<file path="src/rtl/rf_multi_if.sv">
// Bus bundle for rf_multi: two combinational read ports, two write ports, clear request and ready.
// A write is accepted on a rising edge only when ready is high and clr is low; ready is low for the whole clear sweep.
interface rf_multi_if #(
    parameter int WIDTH = 8,
    parameter int AW    = 3
);
    logic             clr;
    logic [AW-1:0]    rd_addr_a;
    logic [AW-1:0]    rd_addr_b;
    logic [WIDTH-1:0] rd_data_a;
    logic [WIDTH-1:0] rd_data_b;
    logic             wr_en_0;
    logic             wr_en_1;
    logic [AW-1:0]    wr_addr_0;
    logic [AW-1:0]    wr_addr_1;
    logic [WIDTH-1:0] wr_data_0;
    logic [WIDTH-1:0] wr_data_1;
    logic             ready;

    modport master (
        output clr, rd_addr_a, rd_addr_b, wr_en_0, wr_en_1,
        output wr_addr_0, wr_addr_1, wr_data_0, wr_data_1,
        input  rd_data_a, rd_data_b, ready
    );

    modport slave (
        input  clr, rd_addr_a, rd_addr_b, wr_en_0, wr_en_1,
        input  wr_addr_0, wr_addr_1, wr_data_0, wr_data_1,
        output rd_data_a, rd_data_b, ready
    );
endinterface

</file>
<file path="src/rtl/rf_multi.sv">
// Two-read / two-write register file with an index-sweep clear FSM.
// Storage has no reset; CLEAR zeroes one register per cycle and ready rises once the sweep ends.
module rf_multi #(
    parameter int WIDTH    = 8,
    parameter int DEPTH    = 8,
    parameter bit ZERO_REG = 1'b0,
    parameter bit BYPASS   = 1'b1,
    parameter int AW       = (DEPTH > 2) ? $clog2(DEPTH) : 1
) (
    input  logic          clk,
    input  logic          rst,
    rf_multi_if.slave     bus,
    output logic          dbg_run_o,
    output logic [AW-1:0] dbg_idx_o
);
    typedef enum logic {
        ST_CLEAR = 1'b0,
        ST_RUN   = 1'b1
    } state_t;

    localparam logic [AW-1:0] LAST_IDX = AW'(DEPTH - 1);

    state_t           state_q, state_d;
    logic [AW-1:0]    idx_q, idx_d;
    logic             ready_q;
    logic [WIDTH-1:0] mem_q [DEPTH];

    logic [AW-1:0]    wa0, wa1, ra, rb;
    logic [WIDTH-1:0] wd0, wd1, rd_a, rd_b;
    logic             we0_eff, we1_eff, we0_store;

    assign wa0 = bus.wr_addr_0;
    assign wa1 = bus.wr_addr_1;
    assign wd0 = bus.wr_data_0;
    assign wd1 = bus.wr_data_1;
    assign ra  = bus.rd_addr_a;
    assign rb  = bus.rd_addr_b;

    // Address maps to real, writable storage (excludes hardwired register 0).
    function automatic logic addr_live(input logic [AW-1:0] a);
        return ({1'b0, a} < (AW+1)'(DEPTH)) && !(ZERO_REG && (a == '0));
    endfunction

    assign we0_eff   = ready_q && !bus.clr && bus.wr_en_0 && addr_live(wa0);
    assign we1_eff   = ready_q && !bus.clr && bus.wr_en_1 && addr_live(wa1);
    assign we0_store = we0_eff && !(we1_eff && (wa1 == wa0));

    always_comb begin
        state_d = state_q;
        idx_d   = idx_q;
        if (bus.clr) begin
            state_d = ST_CLEAR;
            idx_d   = '0;
        end else if (state_q == ST_CLEAR) begin
            if (idx_q == LAST_IDX) begin
                state_d = ST_RUN;
                idx_d   = '0;
            end else begin
                idx_d = idx_q + AW'(1);
            end
        end
    end

    always_ff @(posedge clk or posedge rst) begin
        if (rst) begin
            state_q <= ST_CLEAR;
            idx_q   <= '0;
            ready_q <= 1'b0;
        end else begin
            state_q <= state_d;
            idx_q   <= idx_d;
            ready_q <= (state_d == ST_RUN);
        end
    end

    always_ff @(posedge clk) begin
        if (state_q == ST_CLEAR) begin
            mem_q[idx_q] <= '0;
        end else begin
            if (we0_store) mem_q[wa0] <= wd0;
            if (we1_eff)   mem_q[wa1] <= wd1;
        end
    end

    // Port 1 is checked first so it wins the forward when both writes hit the read address.
    function automatic logic [WIDTH-1:0] read_port(input logic [AW-1:0] a);
        logic [WIDTH-1:0] r;
        r = '0;
        if (!ready_q)                            r = '0;
        else if (BYPASS && we1_eff && a == wa1)  r = wd1;
        else if (BYPASS && we0_eff && a == wa0)  r = wd0;
        else if (addr_live(a))                   r = mem_q[a];
        return r;
    endfunction

    always_comb begin
        rd_a = read_port(ra);
        rd_b = read_port(rb);
    end

    assign bus.rd_data_a = rd_a;
    assign bus.rd_data_b = rd_b;
    assign bus.ready     = ready_q;
    assign dbg_run_o     = (state_q == ST_RUN);
    assign dbg_idx_o     = idx_q;
endmodule
</file>
<file path="src/flat_wrapper.sv">
// flat-port wrapper written by rule: the top's interface ports become plain ports
module rf_multi_flat 
#(
    parameter int WIDTH    = 8,
    parameter int DEPTH    = 8,
    parameter bit ZERO_REG = 1'b0,
    parameter bit BYPASS   = 1'b1,
    parameter int AW       = (DEPTH > 2) ? $clog2(DEPTH) : 1
)
  (clk, rst, dbg_run_o, dbg_idx_o, bus_clr, bus_rd_addr_a, bus_rd_addr_b, bus_wr_en_0, bus_wr_en_1, bus_wr_addr_0, bus_wr_addr_1, bus_wr_data_0, bus_wr_data_1, bus_rd_data_a, bus_rd_data_b, bus_ready);
  rf_multi_if #(.WIDTH(WIDTH), .AW(AW)) bus_i ();
  input  logic clk;
  input  logic rst;
  output logic dbg_run_o;
  output logic [AW-1:0] dbg_idx_o;
  input wire logic [$bits(bus_i.clr)-1:0] bus_clr;
  input wire logic [$bits(bus_i.rd_addr_a)-1:0] bus_rd_addr_a;
  input wire logic [$bits(bus_i.rd_addr_b)-1:0] bus_rd_addr_b;
  input wire logic [$bits(bus_i.wr_en_0)-1:0] bus_wr_en_0;
  input wire logic [$bits(bus_i.wr_en_1)-1:0] bus_wr_en_1;
  input wire logic [$bits(bus_i.wr_addr_0)-1:0] bus_wr_addr_0;
  input wire logic [$bits(bus_i.wr_addr_1)-1:0] bus_wr_addr_1;
  input wire logic [$bits(bus_i.wr_data_0)-1:0] bus_wr_data_0;
  input wire logic [$bits(bus_i.wr_data_1)-1:0] bus_wr_data_1;
  output wire logic [$bits(bus_i.rd_data_a)-1:0] bus_rd_data_a;
  output wire logic [$bits(bus_i.rd_data_b)-1:0] bus_rd_data_b;
  output wire logic [$bits(bus_i.ready)-1:0] bus_ready;
  assign bus_i.clr = bus_clr;
  assign bus_i.rd_addr_a = bus_rd_addr_a;
  assign bus_i.rd_addr_b = bus_rd_addr_b;
  assign bus_i.wr_en_0 = bus_wr_en_0;
  assign bus_i.wr_en_1 = bus_wr_en_1;
  assign bus_i.wr_addr_0 = bus_wr_addr_0;
  assign bus_i.wr_addr_1 = bus_wr_addr_1;
  assign bus_i.wr_data_0 = bus_wr_data_0;
  assign bus_i.wr_data_1 = bus_wr_data_1;
  assign bus_rd_data_a = bus_i.rd_data_a;
  assign bus_rd_data_b = bus_i.rd_data_b;
  assign bus_ready = bus_i.ready;
  rf_multi #(.WIDTH(WIDTH), .DEPTH(DEPTH), .ZERO_REG(ZERO_REG), .BYPASS(BYPASS), .AW(AW)) u_core (.clk(clk), .rst(rst), .bus(bus_i), .dbg_run_o(dbg_run_o), .dbg_idx_o(dbg_idx_o));
endmodule
</file>
<file path="config.mk">
export PLATFORM = sky130hd
export DESIGN_NAME = rf_multi_flat
export DESIGN_NICKNAME = d
export VERILOG_FILES = /design/src/rtl/rf_multi_if.sv /design/src/rtl/rf_multi.sv /design/src/flat_wrapper.sv
export SDC_FILE = /design/constraint.sdc
export NUM_CORES = 1
export LEC_CHECK = 0
export ABC_AREA = 1
export BUFFER_PORTS_ARGS = -buffer_cell sky130_fd_sc_hd__buf_4
export CORE_MARGIN = 1
export CORE_UTILIZATION = 40
export CTS_CLUSTER_SIZE = 24
export DETAILED_ROUTE_END_ITERATION = 8
export PLACE_DENSITY_LB_ADDON = 0.1
export SLEW_MARGIN = 20
export SYNTH_ARGS = -nofsm -noshare
export SYNTH_HDL_FRONTEND = slang
export SYNTH_SLANG_ARGS = --single-unit
</file>
<file path="constraint.sdc">
create_clock -name clk -period 5.5 [get_ports clk]
set_input_delay 0 -clock clk [delete_from_list [all_inputs] [get_ports clk]]
set_output_delay 0 -clock clk [all_outputs]
set_load 0.02 [all_outputs]
</file>
==> results of run 1 <==
[path summary, 6_finish.rpt]
check | start | slack (ps) | end
setup reg to reg | u_core.dbg_run_o | 2800 | u_core.mem_q[0][6]
max in group asynchronous | rst | 5250 | u_core.dbg_idx_o[1]
hold / removal | rst | 100 | u_core.dbg_run_o
hold reg to reg | u_core.dbg_idx_o[1] | 700 | u_core.dbg_idx_o[1]
setup / recovery | u_core.dbg_run_o | 2760 | bus_rd_data_a[6]
min in group clk | bus_wr_data_1[7] | 230 | u_core.mem_q[3][7]
[tightest hold or removal path: cells and delay by family]
family                 cells  cell delay, ps
buffers and inverters      3             780
[per-layer routing]
| layer | global-route usage [%] | share of wire (%) | up-vias |
|---|---|---|---|
| li1 | - | - | 2414 |
| met2 | 43.33 | 44 | 256 |
| met5 | 0 | 0 | - |
| met3 | 7.231 | 10 | 44 |
| met1 | 41.03 | 43 | 2362 |
| met4 | 12.89 | 3.1 | 0 |
[cell usage in the layout (no fill, tap or decap), types with 3 or more instances in the layout]
| cell | count |
|---|---|
| clkinv_1 | 3 |
| clkbuf_16 | 9 |
| inv_1 | 30 |
| buf_4 | 53 |
| xnor2_1 | 8 |
| nand2_1 | 343 |
| o21ai_1 | 3 |
| inv_2 | 4 |
| nor2_1 | 15 |
| o21ai_0 | 96 |
| nor2_4 | 6 |
| edfxtp_1 | 64 |
| a21oi_1 | 20 |
| dfrtp_1 | 4 |
| nand3_1 | 76 |
[power groups by stage]
stage	Sequential (mW)	Clock, mW	Combinational, mW
floorplan	0.606	0	0.120
global placement	0.610	0	0.194
detailed placement	0.610	0	0.195
CTS	0.600	0.535	0.197
global route	0.602	0.557	0.220
finish	0.600	0.530	0.200
[layout make-up]
| cell class | instances | area, µm² | share of cell area [%] |
|---|---|---|---|
| Clock buffer | 12 | 246.5 | 4.422 |
| Clock inverter | 4 | 25.02 | 0.4489 |
| Inverter | 37 | 138.9 | 2.492 |
| Multi-Input combinational cell | 576 | 2540 | 45.57 |
| Sequential cell | 68 | 2022 | 36.27 |
| Tap cell | 147 | 183.9 | 3.300 |
| Timing Repair Buffer | 55 | 417.9 | 7.497 |
[registers in the layout, summed over array words and instances, names as in the netlist]
| name | count |
|---|---|
| u_core.dbg_run_o | 1 |
| u_core.mem_q | 64 |
| u_core.dbg_idx_o | 3 |
[kinds of logic (layout without fill, tap and decap cells)]
| logic type | after synthesis | after routing | synth area share, % |
|---|---|---|---|
| and+or+nand+nor | 447 | 447 | 37.69 |
| AOI/OAI and AO/OA | 119 | 119 | 12.14 |
| adders and majority gates | 2 | 2 | 0.5100 |
| DFF | 68 | 68 | 41.21 |
| xor gates and xnor gates | 8 | 8 | 1.428 |
| buffers and inverters | 77 | 108 | 7.014 |
[what timing repair did]
item / in CTS / in global routing
hold buffers: 2 / 0
setup endpoints to repair: 0 / 0
hold endpoints to repair: 6 / 0
==> results.tsv, run 1 <==
stage	metric	value	unit
synth	yosys-top-cells-area	edfxtp_1, nand2_1, o21ai_0	
pwr	power.total	1.331	mW
synth	async_reset_ff_share	5.882	%
placed_design	dp_hpwl	12720	µm
die	ioPinCount	54	
setup_path	cp-start-kind	flip-flop	
synth	synth_ff_type	edfxtp_1	
global_route	grt_pass1_vias	4676	
pwr	p_clk_share	39.9	%
layout	drive_gt1_share	10.90	%
synth	synthMostInstantiatedCell	nand2_1	
synth	syn_area	4906	µm²
placed_design	io_buffer_count	53	
synth	synth_seq_cells	68	
sta	fin_ws	2761	ps
sta	min_period	2739	ps
clock_network	cts.sinks	68	
run_status	failed_checks	DRC	
synth	synth_top_area_cell	edfxtp_1	
setup_path	worstRegToRegCells	8	
die	fp.dieW	112.7	µm
routing	dr_total_vias	5076	
pwr	p_switching	0.3688	mW
layout	final_util	46.60	%
clock_network	clockRootBuffer	clkbuf_16	
synth	yosys_warnings	0	
clock_network	cts_resized	0	
global_route	grtUsageTotal	29.41	%
run_status	outcome	finished with violations	
clock_network	tritoncts	done	
sta	relSlewSlack	27.60	%
setup_path	crit_type	reg2out	
sta	tns	0	ps
sta	finalClockSkew	3.253	ps
pwr	leakage	2.425	nW
routing	drt_pass1_iterations	7	
sta	drv_slew	0	
setup_path	slowest_delay	760	ps
pwr	p_int	0.9622	mW
routing	drc_errors	1	
die	die_y	112.7	µm
routing	drt.antenna.violating_nets	0	
synth	synth_top_area_share	39.17	%
die	initial_utilization	41.01	%
sta	setup_viol_count_final	0	
layout	fin_nets	782	
global_route	grt_pass1_wl	27190	µm
synth	ys_seq_area_share	41.21	%
sta	fin_crit_sh	49.80	%
layout	final_area	5574	µm²
pwr	p_sw_share	27.71	%
sta	whs	102.8	ps
sta	clock.fmax	365.1	MHz
sta	worst_slew_pin_slew	1085	ps
setup_path	cpMaxStageDelayCell	dfrtp_1	
die	core-area	11960	µm²
die	die_area	12710	µm²
sta	hold_viol_final	0	
layout	diodes	0	
placed_design	pre_cts_slack	2895	ps
setup_path	path_buf_inv	1	
hold_path	hold_class	in2async	
global_route	antenna_found_initial	1	
synth	synthTopCellsByCount	nand2_1, o21ai_0, nand3_1, edfxtp_1, inv_1	
global_route	grt_overflow	0	
pwr	irDropWorstVdd	0.2066	mV
clock_network	post-cts-setup-buffers	0	
clock_network	clock_latency	330	ps
setup_path	path_depth	7	
sta	rsz0062_at_grt	false	
setup_path	worstPathRequired	5500	ps
pwr	seq_power_share	45.1	%
placed_design	gp_congestion	0.9307	
setup_path	cp_top_family	simple AND/OR/NAND/NOR gates	
setup_path	critical_path.max_fanout	23	
setup_path	arrival	2740	ps
layout	syn_to_final_growth	13.62	%
layout	layout.cells.non_filler	899	
synth	syn_nets	756	
die	fp-row-count	40	
clock_network	cts_buffers	9	
job	maxCapViolations	0	
synth	synth_cells	721	
synth	synth_edf_count	64	
layout	nFillCells	1238	
setup_path	end_kind	output pin	
routing	post_drt_wl_per_cell	20.10	µm
clock_network	clk_path_buf_depth	2	
routing	drt-initial-drc-count	461	
placed_design	placed_area	5283	µm²
global_route	grt_max_degree	36	
setup_path	crit_chain	nand3_1, a21oi_1, nand3_1, nand2_1, o21ai_0, a21oi_1, buf_4	
placed_design	dp.cells	881	
synth	ys_types	22	
routing	vias_per_cell	5.646	
routing	routed_wl	18070	µm
synth	avgSynthCellArea	6.804	µm²
pwr	combPwrFrac	15.0	%
clock_network	path_clk_slew	50	ps
pwr	cellPowerDensity	238.8	nW/µm²
clock_network	cts_max_level	3	
(Power assumes the default switching activity.)
==> run 2, diff against run 1 <==
- clock period: 5.5 -> 2.4 ns (I/O delays scaled with it)
==> run 2 against run 1 <==
The flow still finishes with violations (DRC); register-to-register slack worse by 2500 ps; critical path depth is 2 higher; count of clock-buffer cells in the layout is 2 lower; non-clock buffer count is 20 higher; global-route usage is 0.25 points lower; clock skew is 1.4 ps higher; via count is 2.3% higher; sequential share of layout area is 1.1 points lower; routed wire length is 1.0% lower; die area stayed put; worst setup slack worse by 2500 ps; sequential cell count stayed put; critical path type is now in2out.
==> results.tsv, run 2 (synthesized netlist as in run 1, its figures left out) <==
stage	metric	value	unit
setup_path	r2r_start	u_core.dbg_run_o	
routing	drc_errors	1	
layout	largest_reg_flops	64	
pwr	cellPowerDensity	553.1	nW/µm²
setup_path	critical_path.max_fanout	16	
clock_network	cts_max_level	3	
die	ioPinCount	54	
layout	drive_gt1_share	13.34	%
setup_path	r2r-end	u_core.mem_q[1][4]	
clock_network	clk_path_buf_depth	2	
placed_design	dp_hpwl	12880	µm
sta	drv_slew	0	
placed_design	gp_congestion	0.9126	
sta	rsz0062_at_grt	false	
setup_path	cp-startpoint	bus_clr	
die	fp-row-count	40	
global_route	grt_pass1_wl	27270	µm
setup_path	worstRegToRegCells	8	
setup_path	path_buf_inv	4	
hold_path	hold_class	in2async	
setup_path	crit_chain	dlygate4sd3_1, buf_4, inv_2, nand3_1, a21oi_1, nand3_1, o21ai_0, a21oi_1, buf_4	
layout	diodes	0	
clock_network	clock_latency	340	ps
routing	drt_pass1_iterations	8	
layout	regMostFlops	u_core.mem_q	
setup_path	end_kind	output pin	
global_route	antenna_found_initial	0	
routing	vias_per_cell	5.653	
global_route	grt_pass1_vias	4742	
routing	dr_total_vias	5195	
clock_network	cts_resized	0	
die	initial_utilization	41.01	%
layout	final_area	5746	µm²
pwr	irDropWorstVdd	0.4195	mV
global_route	grtUsageTotal	29.16	%
layout	fin_nets	802	
die	die_y	112.7	µm
sta	worst_slew_pin_slew	732.2	ps
job	maxCapViolations	0	
routing	drt-initial-drc-count	610	
layout	mostFrequentLayoutCells	nand2_1, o21ai_0, nand3_1, buf_4, edfxtp_1	
sta	finalClockSkew	4.636	ps
setup_path	arrival	2150	ps
die	die_area	12710	µm²
setup_path	cp_top_family	buffers and inverters	
layout	syn_to_final_growth	17.11	%
layout	layout_commonest_cell	nand2_1	
setup_path	slowest_delay	540	ps
clock_network	cts.sinks	68	
setup_path	cpMaxStageDelayCell	dlygate4sd3_1	
sta	hold_viol_final	0	
sta	relSlewSlack	51.01	%
routing	post_drt_wl_per_cell	19.45	µm
setup_path	crit_path_end	bus_rd_data_a[5]	
die	fp.dieW	112.7	µm
clock_network	path_clk_slew	60	ps
run_status	outcome	finished with violations	
sta	fin_crit_sh	89.62	%
clock_network	cts_buffers	9	
placed_design	placed_area	5418	µm²
setup_path	cp-start-kind	input port	
pwr	leakage	2.526	nW
placed_design	io_buffer_count	53	
clock_network	tritoncts	done	
setup_path	worstPathRequired	2400	ps
die	core-area	11960	µm²
global_route	grt_overflow	0	
setup_path	crit_type	in2out	
sta	setup_viol_count_final	0	
setup_path	r2r_setup_slack	300	ps
routing	routed_wl	17880	µm
sta	min_period	2151	ps
run_status	failed_checks	DRC	
clock_network	clockRootBuffer	clkbuf_16	
sta	clock.fmax	464.9	MHz
global_route	grt_max_degree	36	
routing	drt.antenna.violating_nets	0	
sta	tns	0	ps
setup_path	path_depth	9	
[run 2: changes by cell type in the layout (fill, tap and decap cells not counted), sizes merged]
cell    previous run  this run
buf               53        73
clkbuf            12        10
bufinv             0         1
inv               34        35
[run 2: final cells by class]
cell class / count / area (µm²)
multi-input cells: 576 / 2540
well taps: 147 / 183.9
repair buffers: 75 / 568.0
inverters: 37 / 138.9
flip-flops and latches: 68 / 2022
fillers: 1204 / 6216
clock inverters: 6 / 63.81
clock buffers: 10 / 229.0
[run 2: repair_timing]
item,4_1_cts,5_1_grt
hold buffers,2,0
endpoints found under the hold margin,6,0
setup buffers,0,2
endpoints found under the setup margin,0,8
[run 2: power breakdown]
part           internal (mW)  switching [mW]
Sequential              1.34          0.0303
Combinational          0.148           0.324
Clock                  0.805           0.530
[run 2: worst min-delay path by stage]
stage	startpoint	endpoint	slack [ps]	depth (start not counted)
after global placement	rst	u_core.dbg_run_o	-110	2
after CTS	rst	u_core.dbg_idx_o[0]	90	3
final	rst	u_core.dbg_idx_o[0]	110	3
after detailed placement	rst	u_core.dbg_run_o	-100	2
after floorplan	rst	u_core.dbg_idx_o[0]	-230	1
after global routing	rst	u_core.dbg_idx_o[2]	110	3
[run 2: tightest hold or removal path: stages]
cell and delay, ps:
dlygate4sd3_1 540, buf_4 130, inv_1 120
[run 2: metal layers]
layer | part of all wire (%) | wire, µm | global-route usage [%]
met1 | 43 | 7684 | 40.36
met3 | 8.9 | 1583 | 5.410
met5 | 0 | 0 | 0
met4 | 2.8 | 495 | 12.71
met2 | 45 | 8114 | 44.69
[run 2: metrics by stage]
| step | utilization [%] | total power, mW | worst slack (ps) | std cells | hold WS (ps) |
|---|---|---|---|---|---|
| 6_report | 48.03 | 3.178 | 249.1 | 919 | 106.3 |
| 3_3_place_gp | 45.29 | 1.854 | 375.7 | 899 | -109.3 |
| 5_1_grt | 48.03 | 3.280 | 21.70 | 919 | 105.3 |
| 4_1_cts | 47.91 | 3.178 | 209.0 | 917 | 93.95 |
| 2_1_floorplan | - | 1.664 | 483.3 | 721 | -233.9 |
| 3_5_place_dp | 45.29 | 1.856 | 346.8 | 899 | -102.2 |
